## src/rtl/router_merge_rr.sv

```systemverilog
// Purpose  : 4-to-1 round-robin merge of valid/ready streams into one registered
//            output. Each beat is tagged on dout_addr with its source index.
// Latency  : 1 clk from acceptance to dout_valid; sustained 1 beat/clk.
// Backpress: a held beat blocks acceptance (din_ready=0) until dout_ready frees it.
//
// Ports:
//   clk, rst_n          clock; synchronous active-low reset
//   din0..din3          source data buses (DATA_WIDTH)
//   din_valid/din_ready per-source handshake; din_ready is one-hot or zero
//   dout, dout_addr     registered merged data and its source index
//   dout_valid/ready    output handshake
//   beat_cnt            [15:0] saturating count of consumed output beats,
//                       present only when ROUTER_MERGE_CNT_EN is defined
module router_merge_rr #(
  parameter int DATA_WIDTH = 32
) (
  input  logic                  clk,
  input  logic                  rst_n,
  input  logic [DATA_WIDTH-1:0] din0,
  input  logic [DATA_WIDTH-1:0] din1,
  input  logic [DATA_WIDTH-1:0] din2,
  input  logic [DATA_WIDTH-1:0] din3,
  input  logic [3:0]            din_valid,
  output logic [3:0]            din_ready,
  output logic [DATA_WIDTH-1:0] dout,
  output logic [1:0]            dout_addr,
  output logic                  dout_valid,
  input  logic                  dout_ready
`ifdef ROUTER_MERGE_CNT_EN
  ,
  output logic [15:0]           beat_cnt
`endif
);

  typedef struct packed {
    logic [1:0]            addr;
    logic [DATA_WIDTH-1:0] data;
  } beat_t;

  beat_t                 out_q;
  logic                  out_vld_q;
  logic [1:0]            last_grant;

  logic                  load;
  logic [1:0]            grant;
  logic                  found;
  logic                  accept;
  logic [DATA_WIDTH-1:0] sel_data;

  assign load = !out_vld_q || dout_ready;

  // Search starts one past the last winner; k=4 wraps back onto last_grant
  // itself so a lone requester is always found.
  always_comb begin
    grant = 2'd0;
    found = 1'b0;
    for (int k = 1; k <= 4; k++) begin
      logic [1:0] cand;
      cand = last_grant + k[1:0];
      if (!found && din_valid[cand]) begin
        grant = cand;
        found = 1'b1;
      end
    end
  end

  // rst_n gates din_ready so a source never sees a handshake that the
  // reset edge is about to throw away.
  always_comb begin
    din_ready = 4'b0000;
    if (load && found && rst_n) begin
      din_ready = 4'b0001 << grant;
    end
  end

  assign accept = |din_ready;

  always_comb begin
    sel_data = din0;
    case (grant)
      2'd0:    sel_data = din0;
      2'd1:    sel_data = din1;
      2'd2:    sel_data = din2;
      default: sel_data = din3;
    endcase
  end

  always_ff @(posedge clk) begin
    if (!rst_n) begin
      out_q      <= '0;
      out_vld_q  <= 1'b0;
      last_grant <= 2'd3;
    end else if (accept) begin
      // Covers both an empty register and consume+accept in the same edge.
      out_q.addr <= grant;
      out_q.data <= sel_data;
      out_vld_q  <= 1'b1;
      last_grant <= grant;
    end else if (dout_ready) begin
      // Data and address keep their last values; only valid drops.
      out_vld_q  <= 1'b0;
    end
  end

  assign dout       = out_q.data;
  assign dout_addr  = out_q.addr;
  assign dout_valid = out_vld_q;

`ifdef ROUTER_MERGE_CNT_EN
  always_ff @(posedge clk) begin
    if (!rst_n) begin
      beat_cnt <= 16'h0000;
    end else if (out_vld_q && dout_ready && beat_cnt != 16'hFFFF) begin
      beat_cnt <= beat_cnt + 16'h0001;
    end
  end
`endif

endmodule

```

## config.mk

```make
export PLATFORM = sky130hd
export DESIGN_NAME = router_merge_rr
export DESIGN_NICKNAME = d
export VERILOG_FILES = /design/src/rtl/router_merge_rr.sv
export SDC_FILE = /design/constraint.sdc
export NUM_CORES = 1
export LEC_CHECK = 0
export CAP_MARGIN = 10
export CORE_AREA = 2 2 101 84
export DETAILED_ROUTE_END_ITERATION = 12
export DIE_AREA = 0 0 103 86
export PLACE_DENSITY = 0.75
export SKIP_CTS_REPAIR_TIMING = 1
export SYNTH_ARGS = -nofsm -noshare
export SYNTH_HDL_FRONTEND = slang
export SYNTH_SLANG_ARGS = --single-unit
```

## constraint.sdc

```tcl
create_clock -name clk -period 1.8 [get_ports clk]
set_input_delay 0.36 -clock clk [delete_from_list [all_inputs] [get_ports clk]]
set_output_delay 0.36 -clock clk [all_outputs]
set_load 0.03 [all_outputs]
```

==> results.py, run 1 <==
metrics = {
    "critical_path": {
        "rr_worst_depth": 6,
        "reg2reg_from": "last_grant[0]$_SDFFE_PN1P_",
        "r2r_end": "dout[8]$_SDFFE_PN0P_",
        "cp-end-kind": "primary output",
        "start_kind": "flip-flop",
        "critPathSlowestCell": "dfxtp_2",
        "cpPeakStageDelay_ns": 0.34,
        "crit_path_cell_trace": "nand2b_1, a21bo_2, nand3_2, or2_4, buf_12, nor2_4, buf_6",
        "cp_data_arrival_time_ns": 1.66,
        "crit_type": "reg2out",
        "worstPathMaxFanout": 4,
        "crit_required_ns": 1.44,
        "reg2reg_slack_ns": 0,
    },
    "routing": {
        "vias": 2900,
        "wl_per_cell_um": 16.1,
        "drt-initial-drc-count": 57,
        "viasPerCell": 4.99,
        "first_pass_iters": 4,
        "drt-total-wl_mm": 9.37,
        "ant_nets": 0,
        "drc": 0,
    },
    "floorplanning": {
        "rows": 29,
        "die_h_um": 86,
        "die_w_um": 103,
        "start_util_pct": 30.6,
        "core_region_area_um2": 7760,
        "dieArea_um2": 8860,
        "ios": 174,
    },
    "yosys": {
        "synth_fa_ha_area_share_pct": 0,
        "synth-seq-cells": 37,
        "avgSynthCellArea_um2": 8.37,
        "ys_seq_area_share_pct": 31.2,
        "synth_cells": 284,
        "synth_compound_area_share_pct": 28.1,
        "synthXorXnorAreaFrac_pct": 0,
        "synth_top_family_by_area": "compound AO/OA/AOI/OAI gates",
        "yosys.area_share.simple_pct": 20.1,
        "syn_nets": 419,
        "synth_warnings": 0,
        "muxShareOfSynthArea_pct": 15.6,
        "synth.distinct_cells": 31,
        "synth_area_um2": 2380,
    },
    "job": {
        "max_cap_violations": 0,
    },
    "power_and_ir_drop": {
        "p_total_mw": 3.06,
        "leakage_nw": 1.93,
        "peakVddDrop_mv": 0.307,
        "p_per_area_nw_per_um2": 662,
    },
    "placement": {
        "placed_area_um2": 4300,
        "place_ws_ns": -0.935,
        "place_hpwl_mm": 6.69,
        "place.gp.congestion": 0.816,
        "port_buffers": 173,
        "placedCellCount": 559,
    },
    "global_route": {
        "track_usage_pct": 18.8,
        "grt_max_degree": 31,
        "gr-total-overflow": 0,
        "grt_antenna_before_repair": 0,
        "grt_pass1_vias": 2814,
        "grt_pass1_wl_mm": 13.4,
    },
    "clock_tree": {
        "cts-root-buf": "clkbuf_8",
        "cts_buffers": 5,
        "cts_tree": "yes",
        "h-tree-depth": 2,
        "cts_sinks": 37,
        "clk_path_buf_depth": 2,
        "clkLatencyLatePin_ns": 0.28,
        "clk_pin_slew_worst_paths_ns": 0.07,
    },
    "sta": {
        "setup_slack_ns": -0.220,
        "slew_violations": 0,
        "timing.fmax_mhz": 495,
        "maxSlewHeadroom_pct": 76.1,
        "hold_viol_final": 0,
        "tightest_slew_ns": 0.358,
        "finalClockSkew_ns": 0.00503,
        "fin_crit_sh_pct": 112,
        "setup_viol": 5,
        "rsz0062_at_grt": "yes",
        "min_period_ns": 2.02,
    },
    "run_status": {
        "run_status": "complete, but fails checks",
        "violations": "setup timing",
    },
    "cells_and_area": {
        "instances_no_fill": 581,
        "layout.nets": 608,
        "drive_above_1_share_pct": 15.2,
        "final_util_pct": 59.4,
        "final_cell_mix": "163 x clkdlybuf4s50_1, 35 x dfxtp_1, 32 x nand2_1, 32 x and3_1, 29 x o211ai_1",
        "mostFrequentLayoutCell": "clkdlybuf4s50_1",
        "syn2layout_area_growth_pct": 94.1,
        "final_cell_area_um2": 4610,
        "num_antenna_cells": 0,
    },
    "min_path": {
        "hold_path_class": "in2reg",
        "hold-path-cell-count": 3,
        "min_delay_worst_endpoint": "dout_valid$_SDFFE_PN0P_",
        "min_from": "din_valid[3]",
    },
}
-- routing by layer --
metal | global-route usage (%) | vias up | wire (µm)
met2 | 31.9 | 107 | 4400
met3 | 4.32 | 8 | 651
met4 | 4.31 | 0 | 90
met1 | 24.2 | 1357 | 4230
li1 | - | 1428 | -
met5 | 0 | - | 0
-- area by class of cell --
| class | count | area (µm²) |
|---|---|---|
| Fill cell | 709 | 3150 |
| Timing Repair Buffer | 205 | 2070 |
| Tap cell | 108 | 135 |
| Multi-Input combinational cell | 223 | 1580 |
| Inverter | 1 | 3.75 |
| Sequential cell | 37 | 743 |
| Clock buffer | 7 | 86.3 |
-- power by group --
group / internal, mW / total (mW) / switching [mW]
Clock: 0.304 / 0.592 / 0.288
Sequential: 0.936 / 0.997 / 0.0603
Combinational: 0.784 / 1.47 / 0.682
Total: 2.02 / 3.06 / 1.03
-- through the flow --
step           setup TNS (ns)  hold WS, ns
3_5_place_dp           -23.33        0.469
4_1_cts                -12.56        0.482
2_1_floorplan         -0.0724        0.432
3_3_place_gp           -21.29        0.461
5_1_grt                 -1.05        0.455
6_report               -0.687        0.443
-- worst max-delay path: cells and delay by family (launching register included) --
kind                   cells  cell delay (ns)
and+or+nand+nor            4             0.58
DFF                        1             0.34
AOI/OAI and AO/OA          1             0.19
buffers and inverters      2             0.27
-- cell families (layout without fill, tap and decap cells) --
| group | Yosys count | in the layout |
|---|---|---|
| mux | 36 | 36 |
| simple gates | 89 | 89 |
| buf+inv | 24 | 213 |
| compound gates | 98 | 98 |
| flops | 37 | 37 |
-- worst max path at each step --
stage,startpoint,cells after the start,to,slack [ns]
floorplan,din_valid[2],6,din_ready[0],-0.04
global placement,din_valid[3],6,din_ready[1],-0.91
detailed placement,din_valid[3],6,din_ready[1],-0.93
CTS,din_valid[3],6,din_ready[1],-0.94
global route,last_grant[0]$_SDFFE_PN1P_,7,din_ready[2],-0.29
finish,last_grant[0]$_SDFFE_PN1P_,7,din_ready[2],-0.22
-- Yosys cell counts --
library cell | number | area [µm²]
nand3_1 | 2 | 10.0
nor2_1 | 9 | 33.8
buf_2 | 5 | 25.0
buf_6 | 2 | 22.5
a21oi_1 | 1 | 5.00
a21boi_0 | 28 | 210
o21ai_0 | 22 | 110
a31oi_1 | 2 | 12.5
o21ai_1 | 9 | 45.0
mux2_2 | 8 | 90.1
a21bo_2 | 1 | 10.0
nand2_1 | 32 | 120
or4_4 | 1 | 11.3
nand3_2 | 1 | 10.0
a221o_1 | 4 | 40.0
or2_1 | 1 | 6.26
clkbuf_4 | 1 | 7.51
clkbuf_1 | 13 | 48.8
o211ai_1 | 29 | 218
a21o_1 | 1 | 7.51
inv_1 | 1 | 3.75
and3_1 | 32 | 200
buf_4 | 2 | 15.0
nand2b_1 | 5 | 31.3
and2_4 | 1 | 8.76
dfxtp_1 | 37 | 741
mux2i_1 | 28 | 280
nand2_2 | 1 | 6.26
o22a_1 | 1 | 8.76
and2_1 | 3 | 18.8
nor2_8 | 1 | 20.0
-- sequential cells by signal, indices dropped and copies added (netlist names) --
name,cells
dout_valid,1
dout,32
last_grant,2
dout_addr,2
(Power assumes the default switching activity.)
==> run 2: changes to the inputs <==
- CORE_AREA: 2 2 101 84 -> 2 2 103 85
- DIE_AREA: 0 0 103 86 -> 0 0 105 87
- PLACE_DENSITY: 0.75 -> 0.73
- REMOVE_ABC_BUFFERS: default -> 1
==> results.py, run 2 (synthesis results as in run 1) <==
metrics = {
    "routing": {
        "first_pass_iters": 5,
        "drt-initial-drc-count": 124,
        "vias": 2892,
        "viasPerCell": 4.86,
        "wl_per_cell_um": 15.5,
        "drc": 0,
        "drt-total-wl_mm": 9.19,
        "ant_nets": 0,
    },
    "cells_and_area": {
        "layout.nets": 617,
        "drive_above_1_share_pct": 16.8,
        "syn2layout_area_growth_pct": 98.0,
        "mostFrequentLayoutCell": "clkdlybuf4s50_1",
        "num_antenna_cells": 0,
        "final_cell_area_um2": 4710,
        "largest_register_ffs": 32,
        "final_cell_mix": "163 x clkdlybuf4s50_1, 35 x dfxtp_1, 32 x nand2_1, 32 x and3_1",
    },
    "floorplanning": {
        "start_util_pct": 29.1,
        "core_region_area_um2": 8180,
        "die_h_um": 87,
        "ios": 174,
        "rows": 30,
        "dieArea_um2": 9140,
        "die_w_um": 105,
    },
    "sta": {
        "maxSlewHeadroom_pct": 69.3,
        "rsz0062_at_grt": "yes",
        "fin_setup_tns_ns": -2.76,
        "setup_viol": 25,
        "hold_viol_final": 0,
        "timing.fmax_mhz": 471,
        "tightest_slew_ns": 0.458,
        "fin_crit_sh_pct": 118,
        "setup_slack_ns": -0.324,
        "slew_violations": 0,
        "min_period_ns": 2.12,
        "finalClockSkew_ns": 0.00364,
        "whs_ns": 0.388,
    },
    "run_status": {
        "violations": "setup timing",
        "run_status": "complete, but fails checks",
    },
    "clock_tree": {
        "cts_tree": "yes",
        "cts-root-buf": "clkbuf_8",
        "h-tree-depth": 2,
        "cts_sinks": 37,
        "clk_path_buf_depth": 2,
        "clk_pin_slew_worst_paths_ns": 0.07,
        "clkLatencyLatePin_ns": 0.28,
        "cts_buffers": 5,
    },
    "critical_path": {
        "setup.worst_path.end": "din_ready[3]",
        "reg2reg_slack_ns": -0.20,
        "cp_data_arrival_time_ns": 1.76,
        "crit_type": "reg2out",
        "worstPathMaxFanout": 5,
        "rr_worst_depth": 9,
        "crit_required_ns": 1.44,
        "start_kind": "flip-flop",
        "reg2reg_from": "last_grant[0]$_SDFFE_PN1P_",
        "r2r_end": "dout[8]$_SDFFE_PN0P_",
        "cp-end-kind": "primary output",
        "setup.worst_path.start": "last_grant[0]$_SDFFE_PN1P_",
    },
    "global_route": {
        "gr-total-overflow": 0,
        "grt_pass1_vias": 2755,
        "grt_max_degree": 35,
        "grt_pass1_wl_mm": 13.9,
        "grt_antenna_before_repair": 0,
        "track_usage_pct": 18.8,
    },
    "power_and_ir_drop": {
        "leakage_nw": 1.98,
        "p_int_mw": 2.04,
        "power.switching_mw": 1.04,
        "peakVddDrop_mv": 0.309,
        "power_frac_comb_pct": 49.4,
        "p_per_area_nw_per_um2": 654,
        "pwr-share-seq_pct": 32.4,
        "power_frac_clock_pct": 18.2,
        "p_total_mw": 3.08,
        "netSwitchingFraction_pct": 33.8,
    },
    "placement": {
        "place.gp.congestion": 0.856,
        "port_buffers": 173,
        "placed_area_um2": 4320,
        "place_hpwl_mm": 6.96,
        "place_ws_ns": -1.35,
    },
    "min_path": {
        "hold_path_class": "in2reg",
    },
    "job": {
        "max_cap_violations": 0,
    },
}
==> run 2: per-stage QoR <==
stage / utilization [%] / instances
finish: 57.5 / 595
global route: 57.5 / 595
CTS: 53.8 / 576
detailed placement: 52.8 / 568
global placement: 52.8 / 568
floorplan: - / 261
==> run 2: how the worst min path moves through the flow <==
stage	depth (start not counted)	end	slack, ns	from
floorplan	1	last_grant[1]$_SDFFE_PN1P_	0.43	rst_n
global placement	2	dout_addr[1]$_SDFFE_PN0P_	0.45	dout_addr[1]$_SDFFE_PN0P_
detailed placement	2	dout_addr[1]$_SDFFE_PN0P_	0.45	dout_addr[1]$_SDFFE_PN0P_
CTS	2	dout_addr[1]$_SDFFE_PN0P_	0.46	dout_addr[1]$_SDFFE_PN0P_
global route	3	dout_valid$_SDFFE_PN0P_	0.39	din_valid[3]
finish	3	dout_valid$_SDFFE_PN0P_	0.39	din_valid[3]
==> run 2: metal layers <==
metal	up-vias	GRT usage, %	wire length (µm)
li1	1445	-	-
met1	1335	24.3	3900
met2	106	31.5	4550
met3	6	4.49	663
met4	0	5.33	83
met5	-	0	0
==> run 2: cell type report <==
class	instances	area (µm²)
Clock buffer	8	80.1
Fill cell	770	3480
Inverter	1	3.75
Multi-Input combinational cell	224	1620
Sequential cell	37	743
Tap cell	112	140
Timing Repair Buffer	213	2120
==> run 2: worst max-delay path, cell delays in order, from the launching register on <==
cell	delay [ns]
dfxtp_2	0.34
nand2b_4	0.14
a21bo_4	0.23
a31oi_4	0.26
buf_6	0.16
buf_12	0.10
and2_4	0.13
buf_6	0.12
==> run 2: power groups by stage <==
stage               registers [mW]  logic, mW  clock network, mW
global placement              1.01       1.36                  0
global route                  1.01       1.62              0.609
detailed placement            1.01       1.38                  0
CTS                          0.994       1.39              0.582
finish                       0.997       1.52              0.559
floorplan                     1.23      0.438                  0
==> run 3: changes to the inputs <==
- CAP_MARGIN: 10 -> 15
- CORE_AREA: 2 2 103 85 -> 5 5 106 88
- DIE_AREA: 0 0 105 87 -> 0 0 111 93
==> results.py, run 3 (synthesis results as in run 1) <==
metrics = {
    "floorplanning": {
        "ios": 174,
        "die_h_um": 93,
        "dieArea_um2": 10300,
        "start_util_pct": 28.9,
        "die_w_um": 111,
        "core_region_area_um2": 8220,
        "rows": 30,
    },
    "critical_path": {
        "setup.worst_path.start": "din_valid[3]",
        "reg2reg_from": "last_grant[0]$_SDFFE_PN1P_",
        "cp-end-kind": "primary output",
        "cp.depth": 9,
        "setup.worst_path.end": "din_ready[0]",
        "crit_required_ns": 1.44,
        "crit_path_cell_trace": "dlymetal6s2s_1, buf_4, buf_4, o21ai_4, buf_4, nand3_4, or2_4, nor2_4, buf_6",
        "crit_type": "in2out",
        "start_kind": "input port",
        "r2r_end": "dout[14]$_SDFFE_PN0P_",
        "critPathSlowestCell": "or2_4",
        "crit_top_cell": "buf_4",
        "rr_worst_depth": 7,
        "cp_top_family": "buffers and inverters",
        "reg2reg_slack_ns": -0.01,
        "cpPeakStageDelay_ns": 0.28,
        "critPathBufInv": 5,
        "cp_data_arrival_time_ns": 1.72,
        "worstPathMaxFanout": 4,
    },
    "clock_tree": {
        "cts-root-buf": "clkbuf_8",
        "cts_sinks": 37,
        "cts_tree": "yes",
        "clkLatencyLatePin_ns": 0.29,
        "cts_buffers": 5,
        "clk_pin_slew_worst_paths_ns": 0.08,
        "h-tree-depth": 2,
        "clk_path_buf_depth": 2,
    },
    "routing": {
        "drc": 0,
        "wl_per_cell_um": 17.9,
        "viasPerCell": 5.02,
        "vias": 2941,
        "ant_nets": 0,
        "drt-total-wl_mm": 10.5,
        "first_pass_iters": 4,
        "drt-initial-drc-count": 80,
    },
    "global_route": {
        "gr-total-overflow": 0,
        "grt_antenna_before_repair": 0,
        "grt_max_degree": 58,
        "grt_pass1_vias": 2877,
        "track_usage_pct": 16.9,
        "grt_pass1_wl_mm": 14.2,
    },
    "sta": {
        "slew_violations": 0,
        "hold_viol_final": 0,
        "fin_crit_sh_pct": 116,
        "rsz0062_at_grt": "yes",
        "whs_ns": 0.450,
        "maxSlewHeadroom_pct": 74.1,
        "setup_viol": 5,
        "tightest_slew_ns": 0.387,
        "setup_slack_ns": -0.280,
        "timing.fmax_mhz": 481,
        "finalClockSkew_ns": 0.00968,
        "min_period_ns": 2.08,
    },
    "cells_and_area": {
        "layout.nets": 609,
        "final_cell_mix": "165 x clkdlybuf4s50_1, 35 x dfxtp_1, 32 x nand2_1, 32 x and3_1, 29 x o211ai_1",
        "syn2layout_area_growth_pct": 99.1,
        "fillerInstances": 746,
        "largest_register_ffs": 32,
        "instances_no_fill": 586,
        "num_antenna_cells": 0,
        "drive_above_1_share_pct": 15.6,
        "mostFrequentLayoutCell": "clkdlybuf4s50_1",
    },
    "power_and_ir_drop": {
        "leakage_nw": 1.98,
        "peakVddDrop_mv": 0.283,
        "p_per_area_nw_per_um2": 666,
        "p_total_mw": 3.15,
    },
    "placement": {
        "place.gp.congestion": 0.827,
        "place_hpwl_mm": 7.14,
        "placedCellCount": 568,
        "port_buffers": 173,
    },
    "run_status": {
        "violations": "setup timing",
        "run_status": "complete, but fails checks",
    },
    "min_path": {
        "hold_path_class": "in2reg",
    },
    "job": {
        "max_cap_violations": 0,
    },
}
[run 3: cell types whose count changed in the layout (fill, tap and decap cells not counted), moves of 2 or more]
| cell | change |
|---|---|
| and2_4 | +2 |
| clkbuf_16 | +3 |
| clkbuf_1 | -2 |
| buf_4 | -9 |
| clkdlybuf4s50_1 | +2 |
| and2_1 | -2 |
[run 3: layout make-up]
| type | instances | area, µm² | area share [%] |
|---|---|---|---|
| inverters | 1 | 3.75 | 0.0793 |
| multi-input cells | 223 | 1640 | 34.6 |
| flip-flops and latches | 37 | 743 | 15.7 |
| well taps | 112 | 140 | 2.96 |
| clock buffers | 7 | 86.3 | 1.82 |
| repair buffers | 206 | 2120 | 44.8 |
[run 3: stage by stage]
stage,utilization [%],TNS [ns],setup slack [ns],instance area (µm²)
floorplan,-,-58.56,-2.07,2260
global placement,52.7,-20.88,-0.935,4330
detailed placement,52.7,-22.32,-0.945,4330
CTS,53.7,-12.04,-0.963,4420
global route,57.6,-1.33,-0.334,4730
finish,57.6,-1.00,-0.280,4730
[run 3: tightest hold or removal path: cells and delay by family]
family,cells,cell delay (ns)
buffers and inverters,1,0.16
AOI/OAI and AO/OA,1,0.12
and+or+nand+nor,1,0.06
[run 3: how the worst min path moves through the flow]
stage | startpoint | end | cells after the start
after floorplan | rst_n | last_grant[1]$_SDFFE_PN1P_ | 1
after global placement | dout_addr[1]$_SDFFE_PN0P_ | dout_addr[1]$_SDFFE_PN0P_ | 2
after detailed placement | dout[16]$_SDFFE_PN0P_ | dout[16]$_SDFFE_PN0P_ | 2
after CTS | dout_addr[1]$_SDFFE_PN0P_ | dout_addr[1]$_SDFFE_PN0P_ | 2
after global routing | din_valid[1] | dout_valid$_SDFFE_PN0P_ | 3
final | din_valid[1] | dout_valid$_SDFFE_PN0P_ | 3
[run 3: routing by layer]
metal / vias to the layer above / GRT usage [%] / part of all wire, %
met5: - / 0 / 0
met3: 16 / 4.27 / 5.1
met1: 1383 / 20.9 / 44
li1: 1425 / - / -
met2: 117 / 29.8 / 49
met4: 0 / 3.79 / 1.7
[run 3: report_power, final]
part | internal [mW] | switching (mW)
clock network | 0.305 | 0.300
logic | 0.827 | 0.720
registers | 0.936 | 0.0643
